==> config.mk <==
export PLATFORM = sky130hd
export DESIGN_NAME = acc_rr_scheduler_flat
export DESIGN_NICKNAME = d
export VERILOG_FILES = /design/src/rtl/acc_rr_if.sv /design/src/rtl/acc_rr_scheduler.sv /design/src/flat_wrapper.sv
export SDC_FILE = /design/constraint.sdc
export NUM_CORES = 1
export LEC_CHECK = 0
export BUFFER_PORTS_ARGS = -buffer_cell sky130_fd_sc_hd__buf_2
export CORE_ASPECT_RATIO = 1.75
export CORE_MARGIN = 10
export CORE_UTILIZATION = 30
export CTS_BUF_LIST = sky130_fd_sc_hd__clkbuf_16
export CTS_CLUSTER_DIAMETER = 40
export DETAILED_ROUTE_END_ITERATION = 8
export PLACE_DENSITY_LB_ADDON = 0.1
export SLEW_MARGIN = 10
export SYNTH_ARGS = -nofsm -noshare
export SYNTH_HDL_FRONTEND = slang
export SYNTH_SLANG_ARGS = --single-unit
export TNS_END_PERCENT = 50
==> constraint.sdc <==
create_clock -name clk -period 6 [get_ports clk]
set_input_delay 0 -clock clk [delete_from_list [all_inputs] [get_ports clk]]
set_output_delay 0 -clock clk [all_outputs]
set_load 0.01 [all_outputs]
==> src/rtl/acc_rr_if.sv <==
// rtl/acc_rr_if.sv - requester/accelerator bundle shared by the round-robin job scheduler
interface acc_rr_if #(
  parameter int NREQ = 4,
  parameter int DW   = 16,
  parameter int RW   = 10
);
  logic [NREQ-1:0]    req;
  logic [NREQ*DW-1:0] req_op;
  logic [NREQ-1:0]    ack;
  logic [RW-1:0]      rsp_data;
  logic               rsp_err;
  logic               acc_start;
  logic [DW-1:0]      acc_op;
  logic               acc_done;
  logic [RW-1:0]      acc_result;
  logic               busy;
  logic [2:0]         cur_id;
  logic [7:0]         job_cnt;

  modport master (
    output req, req_op, acc_done, acc_result,
    input  ack, rsp_data, rsp_err, acc_start, acc_op, busy, cur_id, job_cnt
  );

  modport slave (
    input  req, req_op, acc_done, acc_result,
    output ack, rsp_data, rsp_err, acc_start, acc_op, busy, cur_id, job_cnt
  );
endinterface

==> src/rtl/acc_rr_scheduler.sv <==
// rtl/acc_rr_scheduler.sv - round-robin scheduler sharing one accelerator core among NREQ requesters
module acc_rr_scheduler #(
  parameter int NREQ    = 4,
  parameter int DW      = 16,
  parameter int RW      = 10,
  parameter int TIMEOUT = 1024
) (
  input logic      clk,
  input logic      rst_n,
  acc_rr_if.slave  bus
);
  localparam int PW = $clog2(NREQ);
  localparam int TW = $clog2(TIMEOUT);

  typedef enum logic [1:0] {IDLE, ISSUE, WAIT, RESP} state_t;

  state_t          state, state_n;
  logic [2:0]      ptr, ptr_n;
  logic [TW-1:0]   timer, timer_n;
  logic [2:0]      grant_idx, cur_id_n;
  logic [3:0]      idx;
  logic [DW-1:0]   acc_op_n;
  logic [RW-1:0]   rsp_data_n;
  logic            rsp_err_n;
  logic [7:0]      job_cnt_n;
  logic            acc_start_n;
  logic [NREQ-1:0] ack_n;
  logic [DW-1:0]   op_arr [NREQ];

  for (genvar g = 0; g < NREQ; g++) begin : g_op
    assign op_arr[g] = bus.req_op[g*DW +: DW];
  end

  // Scan from the farthest offset back to ptr so the nearest requester wins last.
  always_comb begin
    grant_idx = '0;
    idx       = '0;
    for (int i = NREQ-1; i >= 0; i--) begin
      idx = {1'b0, ptr} + 4'(i);
      if (idx >= 4'(NREQ)) idx = idx - 4'(NREQ);
      if (bus.req[idx[PW-1:0]]) grant_idx = idx[2:0];
    end
  end

  always_comb begin
    state_n     = state;
    ptr_n       = ptr;
    timer_n     = timer;
    cur_id_n    = bus.cur_id;
    acc_op_n    = bus.acc_op;
    rsp_data_n  = bus.rsp_data;
    rsp_err_n   = bus.rsp_err;
    job_cnt_n   = bus.job_cnt;
    acc_start_n = 1'b0;
    ack_n       = '0;
    unique case (state)
      IDLE: begin
        if (|bus.req) begin
          cur_id_n    = grant_idx;
          acc_op_n    = op_arr[grant_idx[PW-1:0]];
          acc_start_n = 1'b1;
          state_n     = ISSUE;
        end
      end
      ISSUE: begin
        timer_n = '0;
        state_n = WAIT;
      end
      WAIT: begin
        // A done arriving on the final timer cycle still counts as success.
        if (bus.acc_done) begin
          rsp_data_n = bus.acc_result;
          rsp_err_n  = 1'b0;
          ack_n[bus.cur_id[PW-1:0]] = 1'b1;
          state_n    = RESP;
        end else if (timer == TW'(TIMEOUT-1)) begin
          rsp_data_n = '0;
          rsp_err_n  = 1'b1;
          ack_n[bus.cur_id[PW-1:0]] = 1'b1;
          state_n    = RESP;
        end else begin
          timer_n = timer + TW'(1);
        end
      end
      RESP: begin
        ptr_n     = (bus.cur_id == 3'(NREQ-1)) ? 3'd0 : bus.cur_id + 3'd1;
        job_cnt_n = bus.job_cnt + 8'd1;
        state_n   = IDLE;
      end
      default: state_n = IDLE;
    endcase
  end

  always_ff @(posedge clk or negedge rst_n) begin
    if (!rst_n) begin
      state         <= IDLE;
      ptr           <= '0;
      timer         <= '0;
      bus.ack       <= '0;
      bus.rsp_data  <= '0;
      bus.rsp_err   <= 1'b0;
      bus.acc_start <= 1'b0;
      bus.acc_op    <= '0;
      bus.busy      <= 1'b0;
      bus.cur_id    <= '0;
      bus.job_cnt   <= '0;
    end else begin
      state         <= state_n;
      ptr           <= ptr_n;
      timer         <= timer_n;
      bus.ack       <= ack_n;
      bus.rsp_data  <= rsp_data_n;
      bus.rsp_err   <= rsp_err_n;
      bus.acc_start <= acc_start_n;
      bus.acc_op    <= acc_op_n;
      bus.busy      <= (state_n != IDLE);
      bus.cur_id    <= cur_id_n;
      bus.job_cnt   <= job_cnt_n;
    end
  end
endmodule

==> src/flat_wrapper.sv <==
// flat-port wrapper written by rule: the top's interface ports become plain ports
module acc_rr_scheduler_flat 
#(
  parameter int NREQ    = 4,
  parameter int DW      = 16,
  parameter int RW      = 10,
  parameter int TIMEOUT = 1024
)
  (clk, rst_n, bus_req, bus_req_op, bus_acc_done, bus_acc_result, bus_ack, bus_rsp_data, bus_rsp_err, bus_acc_start, bus_acc_op, bus_busy, bus_cur_id, bus_job_cnt);
  acc_rr_if #(.NREQ(NREQ), .DW(DW), .RW(RW)) bus_i ();
  input logic clk;
  input logic rst_n;
  input wire logic [$bits(bus_i.req)-1:0] bus_req;
  input wire logic [$bits(bus_i.req_op)-1:0] bus_req_op;
  input wire logic [$bits(bus_i.acc_done)-1:0] bus_acc_done;
  input wire logic [$bits(bus_i.acc_result)-1:0] bus_acc_result;
  output wire logic [$bits(bus_i.ack)-1:0] bus_ack;
  output wire logic [$bits(bus_i.rsp_data)-1:0] bus_rsp_data;
  output wire logic [$bits(bus_i.rsp_err)-1:0] bus_rsp_err;
  output wire logic [$bits(bus_i.acc_start)-1:0] bus_acc_start;
  output wire logic [$bits(bus_i.acc_op)-1:0] bus_acc_op;
  output wire logic [$bits(bus_i.busy)-1:0] bus_busy;
  output wire logic [$bits(bus_i.cur_id)-1:0] bus_cur_id;
  output wire logic [$bits(bus_i.job_cnt)-1:0] bus_job_cnt;
  assign bus_i.req = bus_req;
  assign bus_i.req_op = bus_req_op;
  assign bus_i.acc_done = bus_acc_done;
  assign bus_i.acc_result = bus_acc_result;
  assign bus_ack = bus_i.ack;
  assign bus_rsp_data = bus_i.rsp_data;
  assign bus_rsp_err = bus_i.rsp_err;
  assign bus_acc_start = bus_i.acc_start;
  assign bus_acc_op = bus_i.acc_op;
  assign bus_busy = bus_i.busy;
  assign bus_cur_id = bus_i.cur_id;
  assign bus_job_cnt = bus_i.job_cnt;
  acc_rr_scheduler #(.NREQ(NREQ), .DW(DW), .RW(RW), .TIMEOUT(TIMEOUT)) u_core (.clk(clk), .rst_n(rst_n), .bus(bus_i));
endmodule
# Word level (Yosys, flattened, before mapping)
# Index checks and enable logic that the tools add are counted.
# totals
register_bits	59
input_bits	81
# op_classes
n_addsub	10
magnitude_cmp	11
n_eq_ne	7
n_mux	38
n_bitwise	1
n_reduce_logical	9
# ops
cell	n
$mux 10	4
$bmux 16 s2	1
$mux 16	2
$mux 3	9
$pmux 10 s2	1
$lt 2x3->1 const B	5
$ge 4x3->1 const B	3
$mux 4	3
$sub 3x3->3 const B	4
$add 10x1->10 const B	1
$eq 10x10->1 const B	1
$mux 1	9
$add 3x2->4 const B	2
$add 8x1->8 const B	1
$bmux 1 s2	4
$pmux 2 s4	1
$ge 3x3->1 const B	2
$mux 2	3
$reduce_bool 2->1	3
$add 3x1->4 const B	1
$eq 2x2->1 const B	2
$ne 2x2->1 const B	2
$reduce_and 2->1	2
$reduce_or 4->1	1
other kinds (9)	9

# Depth between registers and ports, before layout
# depth
depth_word	13
depth_mapped	13
mapped_depth_nobuf	8

# Least setup slack after synthesis
# OpenSTA, ideal clock, no wires.
# synth_timing
path_type	register to register
startpoint	register u_core.ptr[0]
endpoint	register u_core.bus.acc_op[10]
t_arrival_ns	2.980
path_slack_ns	2.897
stages_incl_launch_ff	13
path_cell_list	dfrtp_1 -> buf_4 -> inv_1 -> clkbuf_1 -> clkbuf_1 -> ha_1 -> mux4_2 -> nor2b_4 -> o21ai_2 -> nand2_2 -> buf_6 -> mux2_4 -> o221a_1
# synth_between
elab_chain_len	13
# synth_rtl
item	line	text
start, declared	acc_rr_scheduler.sv:18	logic [2:0] ptr, ptr_n;
start signal, assigned	acc_rr_scheduler.sv:109	ptr <= ptr_n;
$add 3x2->4	acc_rr_scheduler.sv:39	idx = {1'b0, ptr} + 4'(i);
$ge 4x3->1 or $sub 3x3->3 (tied branches)	acc_rr_scheduler.sv:40	if (idx >= 4'(NREQ)) idx = idx - 4'(NREQ);
$mux 3	acc_rr_scheduler.sv:40	
$bmux 1 s2	acc_rr_scheduler.sv:41	if (bus.req[idx[PW-1:0]]) grant_idx = idx[2:0];
$mux 1 (implied by the code)	acc_rr_scheduler.sv:41	
$mux 3 (3 in series)	acc_rr_scheduler.sv:41	
$mux 3 (*)	acc_rr_scheduler.sv:41	
$not 2->3 (implied by the code) (*)	acc_rr_scheduler.sv:60	acc_op_n = op_arr[grant_idx[PW-1:0]];
$bmux 16 s2 (*)	acc_rr_scheduler.sv:60	
$mux 16 (implied by the code) (*) (2 in series)	acc_rr_scheduler.sv:60	
end signal, assigned	acc_rr_scheduler.sv:115	bus.acc_op <= acc_op_n;
end, declared	acc_rr_if.sv:27	output ack, rsp_data, rsp_err, acc_start, acc_op, busy, cur_id, job_cnt
# Every way passes the cells marked *; elsewhere a longest branch is shown, timed or not. The select of a mux whose other input is x is not followed.
# A chain may end at the register's enable or synchronous reset.

# Worst setup path after layout
# layout_timing
startpoint	register u_core.ptr[0]
endpoint	register u_core.bus.acc_op[0]
# The elaborated chain is that of the path after synthesis.

==> flow_summary.ini <==
[detailed_routing]
vias = 3346
wl_per_cell_um = 18.4
ant_nets = 0
first_pass_iters = 5
drc_errors = 0
drt_iter0_drc = 155
wl_um = 12200
via_per_inst = 5.04

[floorplan]
dieArea_um2 = 17900
io_pins = 125
start_util = 0.307
num_rows = 54
core_um2 = 12500
die_w_um = 105
die_y_um = 170

[setup_path]
startpoint_type = flop
endpoint_kind = flop
cp_max_fo = 32
critPathArrivalTime_ns = 4.01
crit_required_ns = 6.22
crit_type = reg -> reg

[synth]
yosysUniqueCellTypes = 58
synth_commonest_cells = dfrtp_1 (59), nand2_1 (26), nand3_1 (24)
synthTopCellsByArea = dfrtp_1 (38%), ha_1 (4.2%), mux2_4 (3.5%)
syn_area_um2 = 3840
synthesis.nets = 460
async_reset_ff_frac = 1.00
synthesis.area_per_instance_um2 = 10.5
synth_edf_count = 0
synth_most_common_cell = dfrtp_1
synth-warning-count = 0
postSynthCellCount = 366
synth_flop_cell = dfrtp_1
ys_seq_area_frac = 0.385
ys_ff_latch = 59
synth_area_leader_cell = dfrtp_1
yosysTopAreaCellShare = 0.385

[cts]
cts_resized = 0
cts_setup_buffers = 0
numClockSinks = 59
cts_tree = yes
cts_buffers = 9
cts_root_buf = clkbuf_16
clockBufferDepth = 2
h-tree-depth = 3
holdBufCountCts = 11
clock_latency_ns = 0.33
path_clk_slew_ns = 0.06

[sta]
hold_slack_ns = 0.0438
tns_ns = 0
rsz0062_at_grt = no
drv_slew = 0
setup_violations = 0
worst_slew_pin_slew_ns = 0.889
finalCritPeriodShare = 0.633
skew_ns = 0.0106
relSlewSlack = 0.408
clock.fmax_ghz = 0.264
hold_violations = 0
post-route-min-period_ns = 3.80

[pwr]
p_sw_uw = 1060
internal_power_uw = 1470
pwr-share-seq = 0.253
pwr-share-comb = 0.542
power.density_nw_per_um2 = 511
finalPower_uw = 2530
ir_drop_mv = 0.205
leakagePower_uw = 0.00230
swShare = 0.420
clkPwrFrac = 0.205

[global_routing]
grt_pass1_vias = 3635
grt_util_all_layers = 0.136
grt_max_degree = 60
grt_pass1_wl_um = 19500
grt_overflow = 0
antenna_found_initial = 0

[layout]
drive_above_1_share = 0.397
antenna_cells = 0
fin_nets = 585
fillCellCount = 1271
area_growth_pct = 29.0
layoutNonFillerInstCount = 664
final_cell_area_um2 = 4950

[placement]
placedCellCount = 637
place_area_um2 = 4540
post-dp-hpwl_um = 9300
place.gp.congestion = 0.776
io_buffers = 124

[status]
status = completed

[run]
maxCapViolations = 0

[min_path]
hold_class = in -> reg
metal layers:
layer / global-route usage / vias up / part of all wire
li1: - / 1622 / -
met4: 0.0498 / 0 / 0.020
met5: 0 / - / 0
met1: 0.140 / 1586 / 0.37
met3: 0.0430 / 14 / 0.063
met2: 0.249 / 124 / 0.55
sequential cells by signal, indices dropped and copies added (netlist names):
| register | cells |
|---|---|
| u_core.bus.acc_op | 16 |
| u_core.bus.acc_start | 1 |
| u_core.bus.ack | 4 |
| u_core.bus.busy | 1 |
| u_core.bus.cur_id | 3 |
| u_core.bus.job_cnt | 8 |
| u_core.bus.rsp_data | 10 |
| u_core.bus.rsp_err | 1 |
| u_core.ptr | 3 |
| u_core.state | 2 |
| u_core.timer | 10 |
metrics by stage:
step / worst slack [ns] / util
after global routing: 1.89 / 0.396
final: 2.20 / 0.396
after detailed placement: 2.17 / 0.363
after global placement: 2.26 / 0.363
after CTS: 2.18 / 0.396
after floorplan: 2.90 / -
area by class of cell:
type,count,area (um^2),area share
clock buffers,9,225,0.0455
inverters,24,90.1,0.0182
multi-input cells,258,2110,0.426
well taps,168,210,0.0425
repair buffers,139,761,0.154
flip-flops and latches,59,1480,0.298
clock inverters,7,76.3,0.0154
critical path, cell delays in order, from the launching register on:
cell     delay, ns
dfrtp_1       0.32
buf_4         0.34
inv_1         0.39
ha_1          0.54
mux4_2        0.43
nor2b_4       0.57
o21ai_2       0.09
nand2_2       0.37
mux2_2        0.39
o221a_2       0.23
cells in the final DEF, fill, tap and decap left out, types with 3 or more instances in the layout:
cell type,instances
buf_2,124
dfrtp_1,59
nand2_1,26
nand3_1,24
inv_1,23
nor2_1,15
o21ai_0,14
o41ai_1,14
ha_1,13
a22o_1,12
dlygate4sd3_1,11
o211ai_2,10
mux2_4,9
a211o_2,9
o221a_1,9
clkbuf_16,9
a211o_1,7
xnor2_1,7
mux2i_1,6
mux2_2,6
xor2_1,6
and3_1,5
and2_1,5
o221a_2,5
o211ai_1,5
mux4_2,4
buf_4,4
nor2b_1,3
nand2b_1,3
nor3_1,3
a21boi_0,3
a21oi_1,3
logic make-up after synthesis:
family / Yosys count / synth area share
flip-flops: 59 / 0.385
AO/OA/AOI/OAI: 109 / 0.255
AND/OR/NAND/NOR: 97 / 0.128
adder cells (fa/ha/maj): 13 / 0.0424
buffers and inverters: 49 / 0.0656
multiplexers: 26 / 0.0949
XOR/XNOR: 13 / 0.0297
final timing paths:
check                                        end             startpoint  cells after the start  slack, ns
min in group asynchronous        u_core.timer[3]                  rst_n                      3       0.37
min reg2reg                u_core.bus.job_cnt[7]  u_core.bus.job_cnt[7]                      1       0.47
max                         u_core.bus.acc_op[0]          u_core.ptr[0]                      9       2.20
max in group asynchronous  u_core.bus.job_cnt[4]                  rst_n                      3       5.11
max reg2reg                 u_core.bus.acc_op[0]          u_core.ptr[0]                      9       2.20
min                        u_core.bus.acc_op[14]         bus_req_op[30]                      3       0.04
power by group through the flow:
stage | Combinational [uW] | Clock, uW | Sequential, uW
floorplan | 988 | 0 | 695
global placement | 1370 | 0 | 646
detailed placement | 1400 | 0 | 644
CTS | 1400 | 532 | 641
global route | 1510 | 550 | 659
finish | 1370 | 517 | 639
No activity file was read; power rests on OpenSTA's default activity.
